File: src/rtl/fp_add_result_pack.sv
// FP adder final stage: IEEE special-case select, result packing,
// 2-entry skid buffer and sticky overflow/invalid status.
module fp_add_result_pack #(
  parameter int EXP_W = 8,
  parameter int MAN_W = 23
) (
  input  logic             clk,
  input  logic             rst_n,
  input  logic             in_valid,
  output logic             in_ready,
  input  logic             sign_z,
  input  logic [EXP_W-1:0] exp_z,
  input  logic [MAN_W-1:0] man_z,
  input  logic             sign_x,
  input  logic             sign_y,
  input  logic             overflow_case,
  input  logic             x_is_inf,
  input  logic             y_is_inf,
  input  logic             x_is_nan,
  input  logic             y_is_nan,
  output logic             out_valid,
  input  logic             out_ready,
  output logic [EXP_W+MAN_W:0] result,
  output logic             res_ovf,
  output logic             res_inv,
  input  logic             clr_sticky,
  output logic             sticky_ovf,
  output logic             sticky_inv
);

  localparam int W = 1 + EXP_W + MAN_W;

  typedef struct packed {
    logic [W-1:0] res;
    logic         ovf;
    logic         inv;
  } entry_t;

  localparam logic [EXP_W-1:0] EXP_ONES = '1;
  localparam logic [MAN_W-1:0] MAN_ZERO = '0;
  localparam logic [MAN_W-1:0] MAN_QBIT =
    MAN_W'(1) << (MAN_W - 1);

  entry_t       r_mem [2];
  logic         r_rd;
  logic         r_wr;
  logic [1:0]   r_cnt;
  logic         r_in_ready;
  logic         r_sticky_ovf;
  logic         r_sticky_inv;

  entry_t       w_new;
  entry_t       w_head;
  logic         w_push;
  logic         w_pop;
  logic         w_out_valid;
  logic [1:0]   w_cnt_nxt;
  logic [W-1:0] w_qnan;

  assign w_qnan = {1'b0, EXP_ONES, MAN_QBIT};

  // NaN beats inf-inf, which beats single inf, which beats overflow
  always_comb begin
    w_new.res = {sign_z, exp_z, man_z};
    w_new.ovf = 1'b0;
    w_new.inv = 1'b0;
    if (x_is_nan | y_is_nan) begin
      w_new.res = w_qnan;
    end else if (x_is_inf & y_is_inf & (sign_x ^ sign_y)) begin
      w_new.res = w_qnan;
      w_new.inv = 1'b1;
    end else if (x_is_inf) begin
      w_new.res = {sign_x, EXP_ONES, MAN_ZERO};
    end else if (y_is_inf) begin
      w_new.res = {sign_y, EXP_ONES, MAN_ZERO};
    end else if (overflow_case) begin
      w_new.res = {sign_z, EXP_ONES, MAN_ZERO};
      w_new.ovf = 1'b1;
    end
  end

  assign w_head      = r_mem[r_rd];
  assign w_out_valid = (r_cnt != 2'd0);
  assign w_push      = in_valid & r_in_ready;
  assign w_pop       = w_out_valid & out_ready;
  assign w_cnt_nxt   = r_cnt + {1'b0, w_push} - {1'b0, w_pop};

  always_ff @(posedge clk or negedge rst_n) begin
    if (!rst_n) begin
      r_mem[0]   <= '0;
      r_mem[1]   <= '0;
      r_rd       <= 1'b0;
      r_wr       <= 1'b0;
      r_cnt      <= 2'd0;
      r_in_ready <= 1'b1;
    end else begin
      if (w_push) begin
        r_mem[r_wr] <= w_new;
        r_wr        <= ~r_wr;
      end
      if (w_pop) begin
        r_rd <= ~r_rd;
      end
      r_cnt      <= w_cnt_nxt;
      r_in_ready <= (w_cnt_nxt != 2'd2);
    end
  end

  // a set in the clearing cycle survives the clear
  always_ff @(posedge clk or negedge rst_n) begin
    if (!rst_n) begin
      r_sticky_ovf <= 1'b0;
      r_sticky_inv <= 1'b0;
    end else if (clr_sticky) begin
      r_sticky_ovf <= w_pop & w_head.ovf;
      r_sticky_inv <= w_pop & w_head.inv;
    end else begin
      r_sticky_ovf <= r_sticky_ovf | (w_pop & w_head.ovf);
      r_sticky_inv <= r_sticky_inv | (w_pop & w_head.inv);
    end
  end

  assign in_ready   = r_in_ready;
  assign out_valid  = w_out_valid;
  assign result     = w_head.res;
  assign res_ovf    = w_head.ovf;
  assign res_inv    = w_head.inv;
  assign sticky_ovf = r_sticky_ovf;
  assign sticky_inv = r_sticky_inv;

endmodule

File: config.mk
export PLATFORM = sky130hd
export DESIGN_NAME = fp_add_result_pack
export DESIGN_NICKNAME = d
export VERILOG_FILES = /design/src/rtl/fp_add_result_pack.sv
export SDC_FILE = /design/constraint.sdc
export NUM_CORES = 1
export LEC_CHECK = 0
export BUFFER_PORTS_ARGS = -buffer_cell sky130_fd_sc_hd__buf_2
export CORE_ASPECT_RATIO = 1.75
export CORE_UTILIZATION = 53
export CTS_CLUSTER_DIAMETER = 120
export DETAILED_ROUTE_END_ITERATION = 7
export PLACE_DENSITY = 0.81
export SLEW_MARGIN = 25
export SYNTH_ARGS = -nofsm -noshare
export SYNTH_HDL_FRONTEND = slang
export SYNTH_SLANG_ARGS = --single-unit
File: constraint.sdc
create_clock -name clk -period 2.1 [get_ports clk]
set_input_delay 0.105 -clock clk [delete_from_list [all_inputs] [get_ports clk]]
set_output_delay 0.105 -clock clk [all_outputs]
set_load 0.01 [all_outputs]
==> reports/results.tsv <==
stage	metric	value	unit
status	status	finished clean	
synthesis	Post-Syn Nets	401	
clock_network	Clock H-tree levels	3	
drt	vias	2861	
min_path	min-delay worst type	input port to flop	
placement	dpl hpwl	4.944	mm
clock_network	clock buffer depth	2	
placement	Placed Area	0.003918	mm^2
drt	# DRC	0	
clock_network	TritonCTS Buffers	9	
clock_network	root buffer cell	clkbuf_8	
sta	PnR worst setup slack	259.6	ps
drt	WL met3	280	um
sta	final period utilization	0.8764	
cells_and_area	final core utilization	0.6882	
sta	Tmin final	1840	ps
sta	Max Fclk	0.5434	GHz
drt	highest metal used	met4	
power_and_ir_drop	Lkg Pwr	1.980	nW
synthesis	syn_area_per_cell	9.742	um^2
synthesis	top post-synthesis cells by count	nand2_1, dfrtp_1, o21ai_0	
floorplan	Core Area	0.006228	mm^2
floorplan	die footprint	0.006865	mm^2
floorplan	std cell rows	38	
clock_network	post_cts resized	0	
cells_and_area	share of layout cells above drive strength 1	0.3275	
synthesis	Syn Inst Count	355	
synthesis	asr flop ratio synth	1.000	
drt	antenna violation net count after detailed routing	0	
drt	metal1 wirelength	3.097	mm
drt	wire length on met2	3.969	mm
clock_network	CTS tree	built	
worst_setup_path	CP startpoint kind	flop	
worst_setup_path	Critical Path RT	2370	ps
global_routing	largest net degree at the start of global routing	76	
clock_network	CTS Sinks	75	
worst_setup_path	largest fanout on the critical path	3	
worst_setup_path	CP arrival	2110	ps
clock_network	clk slew on worst S/H paths	70	ps
sta	Slew Viols, Final	0	
synthesis	Syn Std Cell Area	0.003458	mm^2
drt	initial DRC count	171	
worst_setup_path	Setup Crit Path Kind	flop to flop	
sta	setup repair after global routing missed its margin	no	
drt	final WL	7.559	mm
synthesis	largest area contributor in the netlist	dfrtp_1	
power_and_ir_drop	peak supply drop	833.1	uV
synthesis	Yosys cell types	33	
synthesis	Seq/Total Area, Yosys	0.5431	
synthesis	share of the synthesized area in the top cell type	0.5355	
drt	vias per std cell	5.348	
sta	Slew @ Worst Pin	668.4	ps
floorplan	IO Count	82	
cells_and_area	Area growth, synth to finish	23.95	%
worst_setup_path	crit end category	flop	
floorplan	chip height	108.9	um
run	max-cap viol count	0	
global_routing	All-Layer GR Usage	0.2404	
sta	Max transition margin	0.5544	
sta	setup violators final	0	
power_and_ir_drop	Power Density	906.5	mW/mm^2
sta	Setup TNS	0	ps
synthesis	EDFF count, synth	0	
sta	Hold Vio Cnt, Final	0	
sta	Worst Hold Margin	18.71	ps
clock_network	Skew-Pair Late Insertion Delay	350	ps
global_routing	GRT overflow	0	
floorplan	Die X	63.06	um
synthesis	#FFs+latches synth	75	
global_routing	vias in the first global route	2837	
placement	pre-CTS worst setup slack	280.3	ps
placement	final RePlAce weighted congestion	0.7569	
synthesis	top cells by area, synth	dfrtp_1, mux2_2, nand2_1	
drt	number of detailed-route iterations in the first pass	4	
sta	skew final	4.667	ps
placement	input/output buffers	81	
floorplan	initial core utilization	0.5552	
synthesis	Synth Flop Type	dfrtp_1	
synthesis	Ys Warns	0	
cells_and_area	antenna fix cells	0	
global_routing	initial antenna violation count	0	
global_routing	first-pass GRT wire length	12.50	mm
synthesis	count leader, synth	nand2_1	
cells_and_area	Final #Nets	497	
cells_and_area	fin area	0.004287	mm^2
drt	average wire per standard cell	14.13	um
==> registers in the layout, summed over array words and instances (netlist names) <==
name and flops:
r_rd 1, r_cnt 2, r_mem 68, r_wr 1, sticky_inv 1, in_ready 1
sticky_ovf 1
==> where the power goes <==
| part | switching (mW) | internal [mW] | leakage (nW) |
|---|---|---|---|
| registers | 0.117 | 1.61 | 0.941 |
| logic | 0.700 | 0.520 | 0.953 |
| clock network | 0.486 | 0.449 | 0.0860 |
==> metal layers <==
layer,track usage,vias to the layer above
met5,0,-
met2,0.4178,73
li1,-,1377
met1,0.2677,1395
met3,0.04707,16
met4,0.1495,0
==> layout make-up <==
type,count,area [um^2]
clock inverter,3,15.01
multi-input combinational,251,1444
clock buffer,12,145.1
tap,80,100.1
timing repair buffer,110,689.4
fill,502,1942
inverter,4,15.01
sequential,75,1878
==> worst max-delay path, cell delays in order (launching register included) <==
cell      delay, ps
dfrtp_1         400
o21ai_0         280
inv_1           130
ha_1            290
inv_1            40
ha_1            190
xnor2_1         200
xnor2_1         160
nand2b_1         80
==> path summary, 6_finish.rpt <==
path	start	end	slack [ps]	cells past startpoint
worst max-delay path	r_cnt[1]	in_ready	260	8
worst min-delay path	man_z[1]	r_mem[3]	20	3
worst max register to register	r_cnt[1]	in_ready	260	8
worst min register to register	r_mem[50]	r_mem[50]	480	2
max in group asynchronous	rst_n	r_mem[59]	1290	2
min in group asynchronous	rst_n	sticky_inv	350	2
==> repair_timing <==
action | in CTS | in global routing
hold buffers | 19 | 0
hold endpoints to repair | 97 | 0
setup endpoints to repair | 0 | 1
buffers inserted | 0 | 2
==> cell families after synthesis <==
logic type | count (synthesis) | share of synthesized area
AND/OR/NAND/NOR | 138 | 0.1769
flip-flops | 75 | 0.5431
AO/OA/AOI/OAI | 73 | 0.1125
multiplexers | 34 | 0.1107
buffers and inverters | 29 | 0.03943
XOR/XNOR | 4 | 0.01013
adder cells (fa/ha/maj) | 2 | 0.007235
==> per-stage QoR <==
stage / instances / total power, mW
5_1_grt: 535 / 4.119
3_3_place_gp: 499 / 2.909
4_1_cts: 533 / 3.917
6_report: 535 / 3.886
2_1_floorplan: 355 / 2.530
3_5_place_dp: 499 / 2.943
==> cell usage in the layout, fill, tap and decap left out, drive strengths merged, types with 4 or more instances in the layout <==
master,netlist,routed
buf,12,91
nor2,20,20
nand2,98,98
dfrtp,74,74
o21ai,49,49
nor3,9,9
dlygate4sd3,0,19
clkbuf,13,12
a21oi,16,16
inv,4,4
mux2,34,34
No activity file was read; power rests on OpenSTA's default activity.
